<file path="src/rtl/multicycle_control.sv">
// Control FSM for a multicycle RV32I core: fetch/decode/execute/memory/write-back
// sequencing, ALU/immediate selection, bounded memory wait and a retired-instruction counter.
module multicycle_control #(
  parameter int ALUOP_W     = 4,
  parameter int MEM_TIMEOUT = 16,
  parameter int CNT_W       = 32
) (
  input  logic               clk,
  input  logic               rst_n,
  input  logic [31:0]        instr,
  input  logic               instr_valid,
  output logic               instr_ready,
  input  logic               zero,
  input  logic               lt,
  input  logic               ltu,
  input  logic               mem_ready,
  input  logic               trap_clr,
  output logic               mem_req,
  output logic               regRW,
  output logic               ALUsrc,
  output logic               MRW,
  output logic               WB,
  output logic               PCsrc,
  output logic               pc_en,
  output logic [1:0]         immSel,
  output logic [ALUOP_W-1:0] ALUop,
  output logic               illegal,
  output logic [CNT_W-1:0]   retired
);

  localparam int WAIT_W = $clog2(MEM_TIMEOUT + 1);

  typedef enum logic [2:0] {FETCH, DECODE, EXEC, MEM, WBACK, TRAP} state_t;
  typedef enum logic [2:0] {
    C_OPIMM, C_OP, C_LOAD, C_STORE, C_BRANCH, C_JAL, C_JALR, C_BAD
  } cls_t;

  state_t            state, next_state;
  logic [31:0]       ir;
  logic [WAIT_W-1:0] wait_cnt;
  cls_t              cls;
  logic [2:0]        funct3;
  logic              alt;
  logic              unused_ir;

  function automatic cls_t classify(input logic [6:0] opc, input logic [2:0] f3);
    case (opc)
      7'b0010011: classify = C_OPIMM;
      7'b0110011: classify = C_OP;
      7'b0000011: classify = C_LOAD;
      7'b0100011: classify = C_STORE;
      // funct3 010/011 have no branch meaning and are rejected at decode
      7'b1100011: classify = (f3 == 3'b010 || f3 == 3'b011) ? C_BAD : C_BRANCH;
      7'b1101111: classify = C_JAL;
      7'b1100111: classify = C_JALR;
      default:    classify = C_BAD;
    endcase
  endfunction

  function automatic logic [3:0] alu_code(input logic [2:0] f3, input logic is_op,
                                          input logic a);
    case (f3)
      3'b000:  alu_code = (is_op && a) ? 4'b0001 : 4'b0010;
      3'b001:  alu_code = 4'b0110;
      3'b010:  alu_code = 4'b1001;
      3'b011:  alu_code = 4'b1010;
      3'b100:  alu_code = 4'b0101;
      3'b101:  alu_code = a ? 4'b1000 : 4'b0111;
      3'b110:  alu_code = 4'b0100;
      default: alu_code = 4'b0011;
    endcase
  endfunction

  function automatic logic branch_taken(input logic [2:0] f3, input logic z,
                                        input logic l, input logic lu);
    case (f3)
      3'b000:  branch_taken = z;
      3'b001:  branch_taken = !z;
      3'b100:  branch_taken = l;
      3'b101:  branch_taken = !l;
      3'b110:  branch_taken = lu;
      3'b111:  branch_taken = !lu;
      default: branch_taken = 1'b0;
    endcase
  endfunction

  assign funct3    = ir[14:12];
  assign alt       = ir[30];
  assign cls       = classify(ir[6:0], funct3);
  assign unused_ir = ^{ir[31], ir[29:15], ir[11:7]};

  always_ff @(posedge clk or negedge rst_n) begin
    if (!rst_n) begin
      state    <= FETCH;
      ir       <= '0;
      wait_cnt <= '0;
      retired  <= '0;
    end else begin
      state <= next_state;
      if (state == FETCH && instr_valid)
        ir <= instr;
      if (state != MEM)
        wait_cnt <= '0;
      else if (!mem_ready)
        wait_cnt <= wait_cnt + WAIT_W'(1);
      if (pc_en)
        retired <= retired + CNT_W'(1);
    end
  end

  always_comb begin
    next_state  = state;
    instr_ready = 1'b0;
    mem_req     = 1'b0;
    regRW       = 1'b0;
    ALUsrc      = 1'b0;
    MRW         = 1'b0;
    WB          = 1'b0;
    PCsrc       = 1'b0;
    pc_en       = 1'b0;
    immSel      = 2'b00;
    ALUop       = '0;
    illegal     = 1'b0;
    case (state)
      FETCH: begin
        // held low while reset is asserted even though the state already reads FETCH
        instr_ready = rst_n;
        if (instr_valid)
          next_state = DECODE;
      end
      DECODE: begin
        next_state = (cls == C_BAD) ? TRAP : EXEC;
      end
      EXEC: begin
        next_state = WBACK;
        case (cls)
          C_OPIMM: begin
            immSel = 2'b01;
            ALUop  = ALUOP_W'(alu_code(funct3, 1'b0, alt));
          end
          C_OP: begin
            ALUop = ALUOP_W'(alu_code(funct3, 1'b1, alt));
          end
          C_LOAD, C_STORE: begin
            ALUsrc     = 1'b1;
            immSel     = (cls == C_STORE) ? 2'b10 : 2'b01;
            next_state = MEM;
          end
          C_BRANCH: begin
            ALUop      = ALUOP_W'(4'b0001);
            immSel     = 2'b11;
            pc_en      = 1'b1;
            PCsrc      = branch_taken(funct3, zero, lt, ltu);
            next_state = FETCH;
          end
          C_JAL, C_JALR: begin
            ALUop  = ALUOP_W'(4'b0010);
            immSel = (cls == C_JAL) ? 2'b11 : 2'b01;
          end
          default: next_state = TRAP;
        endcase
      end
      MEM: begin
        mem_req = 1'b1;
        MRW     = (cls == C_STORE);
        if (mem_ready) begin
          if (cls == C_STORE) begin
            pc_en      = 1'b1;
            next_state = FETCH;
          end else begin
            next_state = WBACK;
          end
        end else if (wait_cnt == WAIT_W'(MEM_TIMEOUT - 1)) begin
          next_state = TRAP;
        end
      end
      WBACK: begin
        regRW      = 1'b1;
        WB         = (cls == C_LOAD);
        pc_en      = 1'b1;
        PCsrc      = (cls == C_JAL || cls == C_JALR);
        next_state = FETCH;
      end
      TRAP: begin
        illegal = 1'b1;
        if (trap_clr)
          next_state = FETCH;
      end
      default: next_state = FETCH;
    endcase
  end

endmodule

</file>
<file path="config.mk">
export PLATFORM = sky130hd
export DESIGN_NAME = multicycle_control
export DESIGN_NICKNAME = d
export VERILOG_FILES = /design/src/rtl/multicycle_control.sv
export SDC_FILE = /design/constraint.sdc
export NUM_CORES = 1
export LEC_CHECK = 0
export CAP_MARGIN = 20
export CORE_UTILIZATION = 50
export CTS_CLUSTER_DIAMETER = 30
export DETAILED_ROUTE_END_ITERATION = 8
export PLACE_DENSITY = 0.84
export SYNTH_ARGS = -nofsm -noshare
export SYNTH_HDL_FRONTEND = slang
export SYNTH_SLANG_ARGS = --single-unit
</file>
<file path="constraint.sdc">
create_clock -name clk -period 6.98 [get_ports clk]
set_input_delay 1.396 -clock clk [delete_from_list [all_inputs] [get_ports clk]]
set_output_delay 1.396 -clock clk [all_outputs]
set_load 0.02 [all_outputs]
</file>
After elaboration in Yosys (flattened, before gate mapping) --
Index checks and enable logic that the tools add are counted.
Operators by class: add/sub/neg operators 2, equal/unequal tests 32, mux-type cells 37, reduce and logical (&&, ||, !) cells 13
Operators with widths (count):
- 4-bit case mux with 7 select lines | 2
- 32-bit by 1-bit adder with 32-bit output (second input constant) | 1
- 3-bit equality test (second input constant) | 10
- 7-bit equality test (second input constant) | 3
- 3-bit case mux with 7 select lines | 1
- 3-bit by 2-bit equality test with 1-bit output (second input constant) | 6
- 3-bit 2-to-1 mux | 6
- 4-bit case mux with 4 select lines | 1
- 3-bit case mux with 5 select lines | 1
- 7-bit by 6-bit equality test with 1-bit output (second input constant) | 2
- 1-bit 2-to-1 mux | 12
- 2-bit 2-to-1 mux | 5
- 5-bit 2-to-1 mux | 2
- 3-bit by 1-bit equality test with 1-bit output (second input constant) | 3
- 3-bit zero test | 3
- 3-bit case mux with 3 select lines | 1
- 4-bit 2-to-1 mux | 2
- 2-bit case mux with 4 select lines | 1
- 7-bit by 2-bit equality test with 1-bit output (second input constant) | 1
- 7-bit by 5-bit equality test with 1-bit output (second input constant) | 1
- 1-bit case mux with 6 select lines | 1
- 5-bit by 1-bit adder with 5-bit output (second input constant) | 1
- 5-bit by 4-bit equality test with 1-bit output (second input constant) | 1
- 2-bit inequality test (second input constant) | 2
- 11 further kinds | 15
Storage, ports and cells: bits in registers 71, input bits 40, output and inout bits 47

Longest topological paths before layout --
depth after elaboration 8, gate-level depth with buffers 11, gate-level depth less buffers 8

Worst setup path after synthesis --
No wires, ideal clock.
path type input to output, start point in mem_ready, end point out pc_en, arrival 2456 ps, setup slack 3128 ps, stages on the path 6, path buffers 3, cell sequence clkbuf_1 -> o2111ai_1 -> and3_1 -> buf_6 -> buf_6 -> inv_1
Between the ends: longest elaborated chain between the ends 2
RTL lines:
- start, declared | line 16 | input logic mem_ready,
- 1-bit 2-to-1 mux | line 166 | if (mem_ready) begin
- 1-bit case mux with 3 select lines | line 124 | case (state)
- end, declared | line 24 | output logic pc_en,
No other way between the ends.

Worst setup path after layout --
Ends and elaborated chain as after synthesis.

==> key figures <==
Timing
  – Final setup margin: 1.82 ns
  – Setup-failing EPs final: 0
  – Final count of pins violating max slew: 0
  – Period utilization: 0.739
  – Post-route minimum period: 5.16 ns
  – RSZ-0062 raised after global routing: no
  – Clk_skew: 0.00916 ns
  – Worst slew pin tran: 0.878 ns
  – Final hold violations: 0
  – Fmax: 194 MHz
  – Final TNS setup: 0 ns
  – Max-Slew Margin vs Limit: 0.412

Power
  – Static leakage: 1.34 nW
  – Peak supply drop: 0.000233 V
  – PD cells: 275 nW/um2

Placed design
  – IO Port Bufs: 65
  – # placed instances: 404
  – Global placer's final weighted congestion: 0.936
  – Pre-CTS setup slack: 1.86 ns
  – Post-DP HPWL: 4.48 mm

Routing
  – Post-route antenna net violation count: 0
  – Met1 Wirelength: 2.78 mm
  – Met3 WL post-DR: 254 um
  – WL/cell: 15.0 um
  – Vias: 2338
  – # DRC: 0
  – Starting DRC count in detailed routing: 146
  – Vias per std cell: 5.67
  – First-pass detailed-route iteration total: 5
  – Final wirelength: 6.18 mm
  – Top sig layer: met4
  – Met2 WL post-DR: 3.06 mm

Outcome
  – Outcome: finished clean

Clock network
  – Clk slew on worst S/H paths: 0.10 ns
  – Clock Sinks: 51
  – Post_cts resized: 0
  – CTS max path bufs: 2
  – Post-CTS setup repair buffer count: 0
  – TritonCTS buffer count: 5
  – Root Buffer: clkbuf_8
  – H-tree Lvls: 2
  – Clock tree from TritonCTS: built
  – Worst-skew pair later-pin latency: 0.31 ns
  – Hold Buf Count CTS: 0

Yosys
  – Mapped Area: 2760 um2
  – Async set-reset flop share out of synthesis: 1.00
  – Synth cell types: 50
  – Syn Inst Count: 279
  – Post-synth net total: 322
  – Number of synthesized flops with an enable pin: 0
  – Sequential-to-total area share from yosys stat: 0.463
  – Synth warnings: 0
  – Yosys reg bits: 51
  – Synth Flop Type: dfrtp_1
  – Avg Inst Size Synth: 9.89 um2

Die
  – Die ar.: 5820 um2
  – Die width: 76.3 um
  – Die H: 76.3 um
  – Core ar.: 5200 um2
  – Starting density of the core: 0.530
  – Num rows: 26
  – IO Pins: 87

Global routing
  – First-pass GRT wire length: 10.9 mm
  – Total Routing Usage GR: 0.233
  – Global route total overflow: 0
  – Largest net degree at the start of global routing: 53
  – Vias in the first global route: 2274
  – Initial antenna violation count: 0

Hold path
  – Hold WC Path Type: flop to flop

Setup path
  – WP data required: 5.58 ns
  – CP max FO: 24
  – Critical Path Most Common Cell: clkdlybuf4s50_1
  – Worst Setup End Kind: output port
  – Critical path type: primary input to output port
  – Slowest-stage cell, CP: and3_1
  – Critical path data arrival time: 3.76 ns
  – Crit-path cells: clkdlybuf4s50_1 > o2111ai_1 > and3_1 > inv_1 > clkdlybuf4s50_1
  – Crit-path max cell delay: 0.77 ns
  – CP Launch Type: primary input

Final layout
  – Number of diodes: 0
  – Most frequent cells in the layout: clkdlybuf4s50_1 (64), dfrtp_1 (51), xor2_1 (26), nand2_1 (24)
  – Fillers: 424
  – Nets: 384
  – Synth-to-Final Area Change: 28.2%
  – Commonest non-fill, non-tap cell in the layout: clkdlybuf4s50_1
  – Share of layout cells above drive strength 1: 0.0702
  – Final Non-Filler Cells: 412

Job
  – Max-Cap Viols: 0
[sequential cells by signal, indices dropped and copies added (netlist names)]
register and flops:
wait_cnt 5, state 3, ir 11, retired 32
[critical path, delay by kind of cell]
kind | cells | cell delay (ns)
buf+inv | 3 | 1.40
simple gates | 1 | 0.77
compound gates | 1 | 0.19
[power by group]
| part | total [mW] | internal (mW) | switching, mW |
|---|---|---|---|
| clock | 0.180 | 0.0740 | 0.106 |
| combinational | 0.347 | 0.165 | 0.182 |
| sequential | 0.444 | 0.349 | 0.0949 |
[kinds of logic after synthesis]
group / after synthesis / share of synthesized area
AO/OA/AOI/OAI: 32 / 0.0844
XOR/XNOR: 36 / 0.114
adder cells (fa/ha/maj): 3 / 0.0136
buffers and inverters: 22 / 0.0358
flip-flops: 51 / 0.463
multiplexers: 13 / 0.0531
AND/OR/NAND/NOR: 122 / 0.236
[layer usage]
metal	up-vias	GRT usage
met5	-	0
met4	0	0.0769
met3	8	0.0395
met2	70	0.380
met1	1135	0.317
li1	1125	-
[final timing paths]
path,startpoint,cells after the start,endpoint,slack (ns)
min,retired[31],1,retired[31],0.48
max reg2reg,ir[2],6,retired[14],4.12
min reg2reg,retired[31],1,retired[31],0.48
max,mem_ready,5,pc_en,1.82
min in group asynchronous,rst_n,2,ir[0],1.18
max in group asynchronous,rst_n,2,retired[22],5.37
[layout make-up]
| cell class | count | area (um2) | area share |
|---|---|---|---|
| Clock inverter | 3 | 26.3 | 0.00743 |
| Multi-Input combinational cell | 206 | 1380 | 0.391 |
| Tap cell | 70 | 87.6 | 0.0248 |
| Sequential cell | 51 | 1280 | 0.361 |
| Timing Repair Buffer | 66 | 653 | 0.185 |
| Inverter | 11 | 41.3 | 0.0117 |
| Clock buffer | 5 | 68.8 | 0.0195 |
[Yosys cell counts (3+ instances only)]
cell / instances / area [um2]
a21oi_1: 9 / 45.0
and3_1: 5 / 31.3
clkbuf_1: 8 / 30.0
dfrtp_1: 51 / 1280
ha_1: 3 / 37.5
inv_1: 11 / 41.3
mux2_2: 9 / 101
mux2i_1: 3 / 30.0
nand2_1: 24 / 90.1
nand2b_1: 5 / 31.3
nand3_1: 14 / 70.1
nand4_1: 9 / 56.3
nand4b_1: 3 / 26.3
nor2_1: 17 / 63.8
nor3_1: 17 / 85.1
nor4_1: 8 / 50.1
o21ai_0: 4 / 20.0
or3_1: 4 / 25.0
xnor2_1: 10 / 87.6
xor2_1: 26 / 228
[metrics by stage]
stage | cell area, um2 | power [mW] | utilization | hold WS (ns)
floorplan | 2760 | 0.683 | - | 0.480
global route | 3540 | 1.04 | 0.680 | 0.500
CTS | 3540 | 0.973 | 0.680 | 0.487
global placement | 3440 | 0.781 | 0.661 | 0.462
finish | 3540 | 0.971 | 0.680 | 0.480
detailed placement | 3440 | 0.794 | 0.661 | 0.467
No activity file was read; power rests on OpenSTA's default activity.
